### config.mk
export PLATFORM = sky130hd
export DESIGN_NAME = unidade_busca
export DESIGN_NICKNAME = d
export VERILOG_FILES = /design/src/rtl/pkg_rv.sv /design/src/rtl/fila_busca.sv /design/src/rtl/unidade_busca.sv
export SDC_FILE = /design/constraint.sdc
export NUM_CORES = 1
export LEC_CHECK = 0
export BUFFER_PORTS_ARGS = -buffer_cell sky130_fd_sc_hd__buf_2
export CORE_MARGIN = 5
export CORE_UTILIZATION = 24
export DETAILED_ROUTE_END_ITERATION = 7
export HOLD_SLACK_MARGIN = 0.05
export PLACE_DENSITY_LB_ADDON = 0.3
export SLEW_MARGIN = 20
export SYNTH_ARGS = -nofsm -noshare
export SYNTH_HDL_FRONTEND = slang
export SYNTH_SLANG_ARGS = --single-unit
export TNS_END_PERCENT = 5
### constraint.sdc
create_clock -name clk -period 14.6 [get_ports clk]
set_input_delay 4.38 -clock clk [delete_from_list [all_inputs] [get_ports clk]]
set_output_delay 4.38 -clock clk [all_outputs]
set_load 0.01 [all_outputs]
### src/rtl/pkg_rv.sv
// Shared definitions for the instruction fetch slice.
// Contents:
//   INSTR_W      - instruction/address width (32)
//   NOP          - canonical no-op word (addi x0,x0,0)
//   estado_t     - fetch sequencer states
//   alinhado()   - word-alignment test for a byte address
package pkg_rv;

    localparam int INSTR_W = 32;
    localparam logic [INSTR_W-1:0] NOP = 32'h0000_0013;

    typedef enum logic [1:0] {
        BUSCA = 2'd0,
        CHEIA = 2'd1,
        ERRO  = 2'd2
    } estado_t;

    function automatic logic alinhado(input logic [INSTR_W-1:0] endr);
        return (endr[1:0] == 2'b00);
    endfunction

endpackage

### src/rtl/fila_busca.sv
// Prefetch FIFO holding {pc, instr} pairs between fetch and decode.
// Ports:
//   clk, rst_n            - clock, synchronous active-low reset
//   push, pc_in, instr_in - write an entry at the tail
//   pop                   - drop the head entry
//   flush                 - empty the FIFO; wins over push and pop
//   cheia, vazia, count   - occupancy status
//   head_pc, head_instr   - head entry (0 / NOP when empty)
module fila_busca
    import pkg_rv::*;
#(
    parameter int FILA_PROF = 2
) (
    input  logic                         clk,
    input  logic                         rst_n,
    input  logic                         push,
    input  logic                         pop,
    input  logic                         flush,
    input  logic [INSTR_W-1:0]           pc_in,
    input  logic [INSTR_W-1:0]           instr_in,
    output logic                         cheia,
    output logic                         vazia,
    output logic [$clog2(FILA_PROF):0]   count,
    output logic [INSTR_W-1:0]           head_pc,
    output logic [INSTR_W-1:0]           head_instr
);

    localparam int PW = $clog2(FILA_PROF);
    localparam int CW = PW + 1;

    logic [INSTR_W-1:0] pc_mem_q    [FILA_PROF];
    logic [INSTR_W-1:0] instr_mem_q [FILA_PROF];

    logic [PW-1:0] wr_q, wr_d;
    logic [PW-1:0] rd_q, rd_d;
    logic [CW-1:0] count_q, count_d;

    // Depth is a power of two, so the pointers wrap naturally.
    always_comb begin
        wr_d    = wr_q;
        rd_d    = rd_q;
        count_d = count_q;
        if (flush) begin
            wr_d    = '0;
            rd_d    = '0;
            count_d = '0;
        end else begin
            if (push) wr_d = wr_q + PW'(1);
            if (pop)  rd_d = rd_q + PW'(1);
            case ({push, pop})
                2'b10:   count_d = count_q + CW'(1);
                2'b01:   count_d = count_q - CW'(1);
                default: count_d = count_q;
            endcase
        end
    end

    always_ff @(posedge clk) begin
        if (!rst_n) begin
            wr_q    <= '0;
            rd_q    <= '0;
            count_q <= '0;
        end else begin
            wr_q    <= wr_d;
            rd_q    <= rd_d;
            count_q <= count_d;
        end
    end

    // Storage is not reset; entries are only visible once counted.
    always_ff @(posedge clk) begin
        if (push && !flush) begin
            pc_mem_q[wr_q]    <= pc_in;
            instr_mem_q[wr_q] <= instr_in;
        end
    end

    assign count      = count_q;
    assign vazia      = (count_q == '0);
    assign cheia      = (count_q == CW'(FILA_PROF));
    assign head_pc    = vazia ? '0  : pc_mem_q[rd_q];
    assign head_instr = vazia ? NOP : instr_mem_q[rd_q];

endmodule

### src/rtl/unidade_busca.sv
// Instruction fetch sequencer: owns the PC, reads the word-addressed
// instruction memory combinationally, buffers fetched words in a
// prefetch FIFO and hands them to decode with a valid/ready handshake.
// Ports:
//   clk, rst_n                 - clock, synchronous active-low reset
//   endereco / instrucao       - memory address (current PC) / returned word
//   desvio_valido/desvio_alvo  - redirect request and target
//   instr_valida, instr_saida,
//   pc_saida / pronto          - head of FIFO toward decode / decode accept
//   erro                       - fetch halted on an illegal PC
module unidade_busca
    import pkg_rv::*;
#(
    parameter logic [31:0] PC_RESET     = 32'h0000_0000,
    parameter int          MEM_PALAVRAS = 64,
    parameter int          FILA_PROF    = 2
) (
    input  logic               clk,
    input  logic               rst_n,
    output logic [INSTR_W-1:0] endereco,
    input  logic [INSTR_W-1:0] instrucao,
    input  logic               desvio_valido,
    input  logic [INSTR_W-1:0] desvio_alvo,
    output logic               instr_valida,
    output logic [INSTR_W-1:0] instr_saida,
    output logic [INSTR_W-1:0] pc_saida,
    input  logic               pronto,
    output logic               erro
);

    localparam int         CW     = $clog2(FILA_PROF) + 1;
    // One bit wider than the PC so the bound itself never overflows.
    localparam logic [32:0] LIMITE = 33'(MEM_PALAVRAS) * 33'd4;

    estado_t            estado_q, estado_d;
    logic [INSTR_W-1:0] pc_q, pc_d;

    logic          push, pop, flush;
    logic          cheia, vazia;
    logic [CW-1:0] count;
    logic          pc_legal;
    logic          pode_push;

    fila_busca #(
        .FILA_PROF (FILA_PROF)
    ) u_fila (
        .clk        (clk),
        .rst_n      (rst_n),
        .push       (push),
        .pop        (pop),
        .flush      (flush),
        .pc_in      (pc_q),
        .instr_in   (instrucao),
        .cheia      (cheia),
        .vazia      (vazia),
        .count      (count),
        .head_pc    (pc_saida),
        .head_instr (instr_saida)
    );

    assign instr_valida = !vazia;
    assign pop          = instr_valida && pronto;
    assign endereco     = pc_q;
    assign erro         = (estado_q == ERRO);

    assign pc_legal  = alinhado(pc_q) && ({1'b0, pc_q} < LIMITE);
    // A full FIFO can still take a word if the head leaves this cycle.
    assign pode_push = (count < CW'(FILA_PROF)) || pop;

    always_comb begin
        estado_d = estado_q;
        pc_d     = pc_q;
        push     = 1'b0;
        flush    = 1'b0;
        if (desvio_valido) begin
            flush    = 1'b1;
            pc_d     = desvio_alvo;
            estado_d = alinhado(desvio_alvo) ? BUSCA : ERRO;
        end else begin
            case (estado_q)
                BUSCA: begin
                    if (!pc_legal) begin
                        estado_d = ERRO;
                    end else if (pode_push) begin
                        push = 1'b1;
                        pc_d = pc_q + 32'd4;
                    end else if (cheia) begin
                        estado_d = CHEIA;
                    end
                end
                CHEIA: begin
                    if (pop) estado_d = BUSCA;
                end
                ERRO: begin
                    estado_d = ERRO;
                end
                default: begin
                    estado_d = ERRO;
                end
            endcase
        end
    end

    always_ff @(posedge clk) begin
        if (!rst_n) begin
            estado_q <= BUSCA;
            pc_q     <= PC_RESET;
        end else begin
            estado_q <= estado_d;
            pc_q     <= pc_d;
        end
    end

endmodule
==> After elaboration in Yosys (flattened, before gate mapping) <==
Memory sizes are Yosys's and may differ from the RTL's. A register that Yosys moved wholly into a read port is not among the register bits.
Cells that the tools add are included.
{ "op_classes": {"addsub": 5, "order_cmp": 2, "eq_ne": 8, "n_mux": 25, "n_bitwise": 1, "n_reduce_logical": 17} }
{ "op_table": {"columns": ["operator", "count"], "rows": [
  ["$mux 32", 6],
  ["$add 32x3->32 const B", 1],
  ["$lt 32x9->1 const B", 1],
  ["$mux 2", 6],
  ["$mux 1", 11],
  ["$logic_not 2->1", 4],
  ["$ne 4x4->1 const B", 2],
  ["$pmux 2 s2", 2],
  ["$reduce_bool 2->1", 4],
  ["$eq 2x2->1 const B", 3],
  ["$reduce_and 3->1", 2],
  ["$eq 2x1->1 const B", 2],
  ["$logic_and 1x1->1", 3],
  ["$ne 3x3->1 const B", 1],
  ["$add 1x1->1 const B", 2],
  ["$add 2x1->2 const B", 1],
  ["$logic_not 1->1", 2],
  ["$lt 2x2->1 const B", 1],
  ["$reduce_or 2->1", 1],
  ["$sub 2x1->2 const B", 1],
  ["$logic_or 1x1->1", 1],
  ["$not 1->1", 1]
]} }
{ "word_totals": {"regBits": 38, "ram_bits": 128, "inputBits": 68, "output_inout_bits": 98, "memories": 2} }
{ "mem_list": {"columns": ["memory", "words", "width", "rd", "rd_ports_with_merged_regs", "wr", "line_no", "text"], "rows": [
  ["u_fila.instr_mem_q", 2, 32, 1, 1, 1, "fila_busca.sv:32", "logic [INSTR_W-1:0] instr_mem_q [FILA_PROF];"],
  ["u_fila.pc_mem_q", 2, 32, 1, 1, 1, "fila_busca.sv:31", "logic [INSTR_W-1:0] pc_mem_q [FILA_PROF];"]
]} }

==> Logic depth before layout (Yosys ltp) <==
{ "logic_depth": {"word_depth": 11, "mapped_depth": 8} }

==> Hierarchy <==
A second synthesis with hierarchy kept.
{ "hier_totals": {"cells_unflattened": 461, "hier_area_um2": 6653.9} }
{ "modules_own_cells": {"columns": ["module", "n_inst", "cells_each", "area_per_inst_um2", "seq_area_each_um2"], "rows": [
  ["fila_busca", 1, 294, 5038.6, 3943.8],
  ["unidade_busca", 1, 167, 1615.3, 680.7]
]} }

==> Least setup slack after synthesis <==
OpenSTA, ideal clock, no wires.
{ "synth_timing": {"path_type": "input -> register", "start": "input pronto", "end": "memory u_fila.instr_mem_q[0][0] (enable)", "arrival_time_ps": 9319, "required_time_ps": 14036, "setup_slack_ps": 4717, "path_stages": 4, "path_buffers": 0, "path_cell_list": "inv_1 -> a211oi_1 -> nand3_1 -> nor3_1"} }
{ "synth_between": {"elab_chain_cells": 9} }
{ "synth_rtl": {"columns": ["item", "line_no", "text"], "rows": [
  ["start: declaration", "unidade_busca.sv:27", "input logic pronto,"],
  ["$logic_and 1x1->1", "unidade_busca.sv:62", "assign pop = instr_valida && pronto;"],
  ["$logic_or 1x1->1", "unidade_busca.sv:68", "assign pode_push = (count < CW'(FILA_PROF)) || pop;"],
  ["$mux 1", "unidade_busca.sv:84", "end else if (pode_push) begin"],
  ["$mux 1", "unidade_busca.sv:82", "if (!pc_legal) begin"],
  ["$mux 1", "unidade_busca.sv:80", "case (estado_q)"],
  ["$mux 1", "unidade_busca.sv:75", "if (desvio_valido) begin"],
  ["$logic_and 1x1->1", "fila_busca.sv:72", "if (push && !flush) begin"],
  ["$mux 1", "fila_busca.sv:72", null],
  ["$mux 1 (not written as such)", "fila_busca.sv:74", "instr_mem_q[wr_q] <= instr_in;"],
  ["end: declaration", "fila_busca.sv:32", null]
]} }
No other way between the ends.

==> Final worst setup path <==
{ "layout_timing": {"start": "input pronto", "end": "memory u_fila.instr_mem_q[0][21] (enable)"} }
The elaborated chain is that of the path after synthesis.

==> impl_metrics.yaml <==
cells_and_area:
  fin_util: 0.3100
  area_growth_syn_to_layout_pct: 26.82
  fin_area_um2: 8401
  antenna_cells: 0
  drive_gt1_frac: 0.3318
  nNetsFinal: 693
  fin_cells: 1008
critical_path:
  worst_setup_path_start_kind: "primary input"
  cp.required_ps: 14640
  r2r-end: "u_fila.instr_mem_q[0][21]"
  r2r_setup_slack_ps: 11040
  worstSetupPathType: "primary input to register"
  r2r_start: "endereco[1]"
  cp_max_fo: 52
  r2r_cells: 5
  critPathCaptureType: "register"
  crit_arrival_ps: 6860
logic_synthesis:
  synth_flop_cell: "edfxtp_1"
  synth-simple-area-share: 0.1135
  avgSynthCellArea_um2: 14.40
  ys_async_sr_fraction: 0
  seq_area_frac_synth: 0.6981
  synth_edf_count: 128
  yosys_warnings: 0
  synth_top_family_by_area: "multiplexers"
  synthAdderAreaFrac: 0.003778
  synth-seq-cells: 167
  synth-xor-area-share: 0.003967
  syn_area_um2: 6624
  synth_compound_area_frac: 0.02739
  synth_cells: 460
  synth_nets: 530
  muxShareOfSynthArea: 0.1345
  synth_cell_types: 39
power:
  power_density_nw_per_um2: 117.7
  peakVddDrop_mv: 0.05150
  power.leakage_nw: 3.110
sta:
  finalWorstSetupSlack_ps: 7778
  fmax_ghz: 0.1466
  fin_setup_tns_ps: 0
  setup_viol: 0
  period_needed_ps: 6822
  timing.final.crit_share: 0.4672
  slew_headroom: 0.3092
  drv_slew: 0
  rsz0062_at_grt: "no"
  fin_skew_ps: 17.95
  worst_pin_slew_ps: 1031
  hold_viol_final: 0
placement:
  post-place-ws_ps: 7262
  place_congestion: 0.7555
  dp_hpwl_um: 10750
  io_buffers: 165
  dp.cells: 976
  placed_area_um2: 7861
grt:
  first_global_vias: 4293
  grt-ovfl-total: 0
  grt_pass1_wl_um: 25300
  grt_max_degree: 65
  antenna_found_initial: 0
  gr-usage-all-layers: 0.1056
worst_hold_path:
  hold_path_startpoint: "estado_q[1]"
  worst_hold_path.num_cells: 1
  min_to: "estado_q[0]"
  hold_path_class: "register to register"
clock_network:
  cts_buffers: 17
  path_clk_slew_ps: 70
  ctsResizeCount: 0
  clock_latency_ps: 420
  cts_max_path_buffers: 2
  root_buffer: "clkbuf_16"
  clock-sinks: 167
  post_cts_buffers: 0
  ctsHoldBuffers: 0
  cts_tree: "done"
  h-tree-depth: 4
floorplanning:
  fp.dieArea_um2: 31020
  die_width_um: 176.1
  ios: 166
  start_util: 0.2444
  fp-row-count: 60
  die_h_um: 176.1
  coreArea_um2: 27100
flow_run:
  maxCapViolCount: 0
detailed_routing:
  drt_iter0_drc: 232
  drtAntennaViolNets: 0
  drt-vias-per-instance: 4.133
  wl_per_cell_um: 16.17
  drt_wl_total_um: 16300
  route.detailed.drc: 0
  dr.pass1.iters: 4
  route.vias.total: 4166
outcome:
  outcome: "finished clean"
-- Yosys cell counts, types with 6 or more instances --
master | number | area (um^2)
edfxtp_1 | 128 | 3844
mux2i_1 | 89 | 890.9
nor2_1 | 73 | 274.0
dfxtp_1 | 39 | 780.8
nor2b_1 | 26 | 162.7
clkbuf_1 | 15 | 56.30
buf_2 | 9 | 45.04
nand3_1 | 7 | 35.03
nand2_1 | 6 | 22.52
o21ai_0 | 6 | 30.03
-- registers in the layout (all words and copies together) (netlist names), named ones only --
register and count:
endereco 32, estado_q 2, u_fila.count 2, u_fila.instr_mem_q 64
u_fila.pc_mem_q 64, u_fila.rd_q 1, u_fila.wr_q 1
-- cell usage in the layout, fill, tap and decap left out, types with 3 or more instances in the layout --
master / instances
a211oi_1: 5
a21oi_1: 4
and3_1: 3
buf_2: 165
buf_4: 4
clkbuf_16: 17
clkinv_2: 4
clkinv_4: 3
dfxtp_1: 38
edfxtp_1: 128
inv_1: 5
inv_6: 5
mux2i_1: 89
nand2_1: 6
nand3_1: 7
nor2_1: 72
nor2b_1: 26
nor4_1: 5
nor4_4: 3
o21ai_0: 6
or3_1: 3
or4_1: 4
-- where the power goes --
part           leakage (nW)  total (mW)  switching (mW)  internal (mW)
sequential             1.46       0.527          0.0103          0.517
clock                 0.275       0.417           0.195          0.221
combinational          1.38      0.0452          0.0244         0.0208
-- layout make-up --
class / instances / area, um^2
clock buffers: 17 / 425.4
clock inverters: 15 / 113.9
fillers: 2769 / 18700
inverters: 5 / 18.77
multi-input cells: 263 / 1893
flip-flops and latches: 167 / 4628
well taps: 372 / 465.4
repair buffers: 169 / 855.8
-- critical path, cell delays in order --
cell and delay (ps):
buf_2 100, inv_1 60, a211oi_1 460, nand3_1 240, nor3_2 820, buf_4 760
-- kinds of logic (layout without fill, tap and decap cells) --
| family | count (synthesis) | after routing |
|---|---|---|
| and+or+nand+nor | 142 | 142 |
| muxes | 89 | 89 |
| xor gates and xnor gates | 3 | 3 |
| AOI/OAI and AO/OA | 27 | 27 |
| adders and majority gates | 2 | 2 |
| buffers and inverters | 30 | 206 |
| DFF | 167 | 167 |
-- per-layer routing --
metal,wire [um],track usage,vias up
met5,0,0,-
met4,88,0.02729,0
met3,922,0.03362,6
met2,7550,0.1644,132
met1,7740,0.1431,1999
li1,-,-,2029
-- through the flow --
stage,hold slack [ps],total power [mW]
2_1_floorplan,461.1,0.5585
3_3_place_gp,495.6,0.5834
3_5_place_dp,504.6,0.5837
4_1_cts,518.9,1.004
5_1_grt,531.4,1.034
6_report,520.1,0.9891
-- worst max-delay path by stage --
stage / end / depth (start not counted) / from
6_report: u_fila.instr_mem_q[0][21] / 6 / pronto
3_3_place_gp: u_fila.instr_mem_q[0][26] / 6 / pronto
2_1_floorplan: u_fila.instr_mem_q[0][0] / 4 / pronto
3_5_place_dp: u_fila.instr_mem_q[0][28] / 6 / pronto
4_1_cts: u_fila.instr_mem_q[0][21] / 6 / pronto
5_1_grt: u_fila.instr_mem_q[0][20] / 6 / pronto
(Power assumes the default switching activity.)
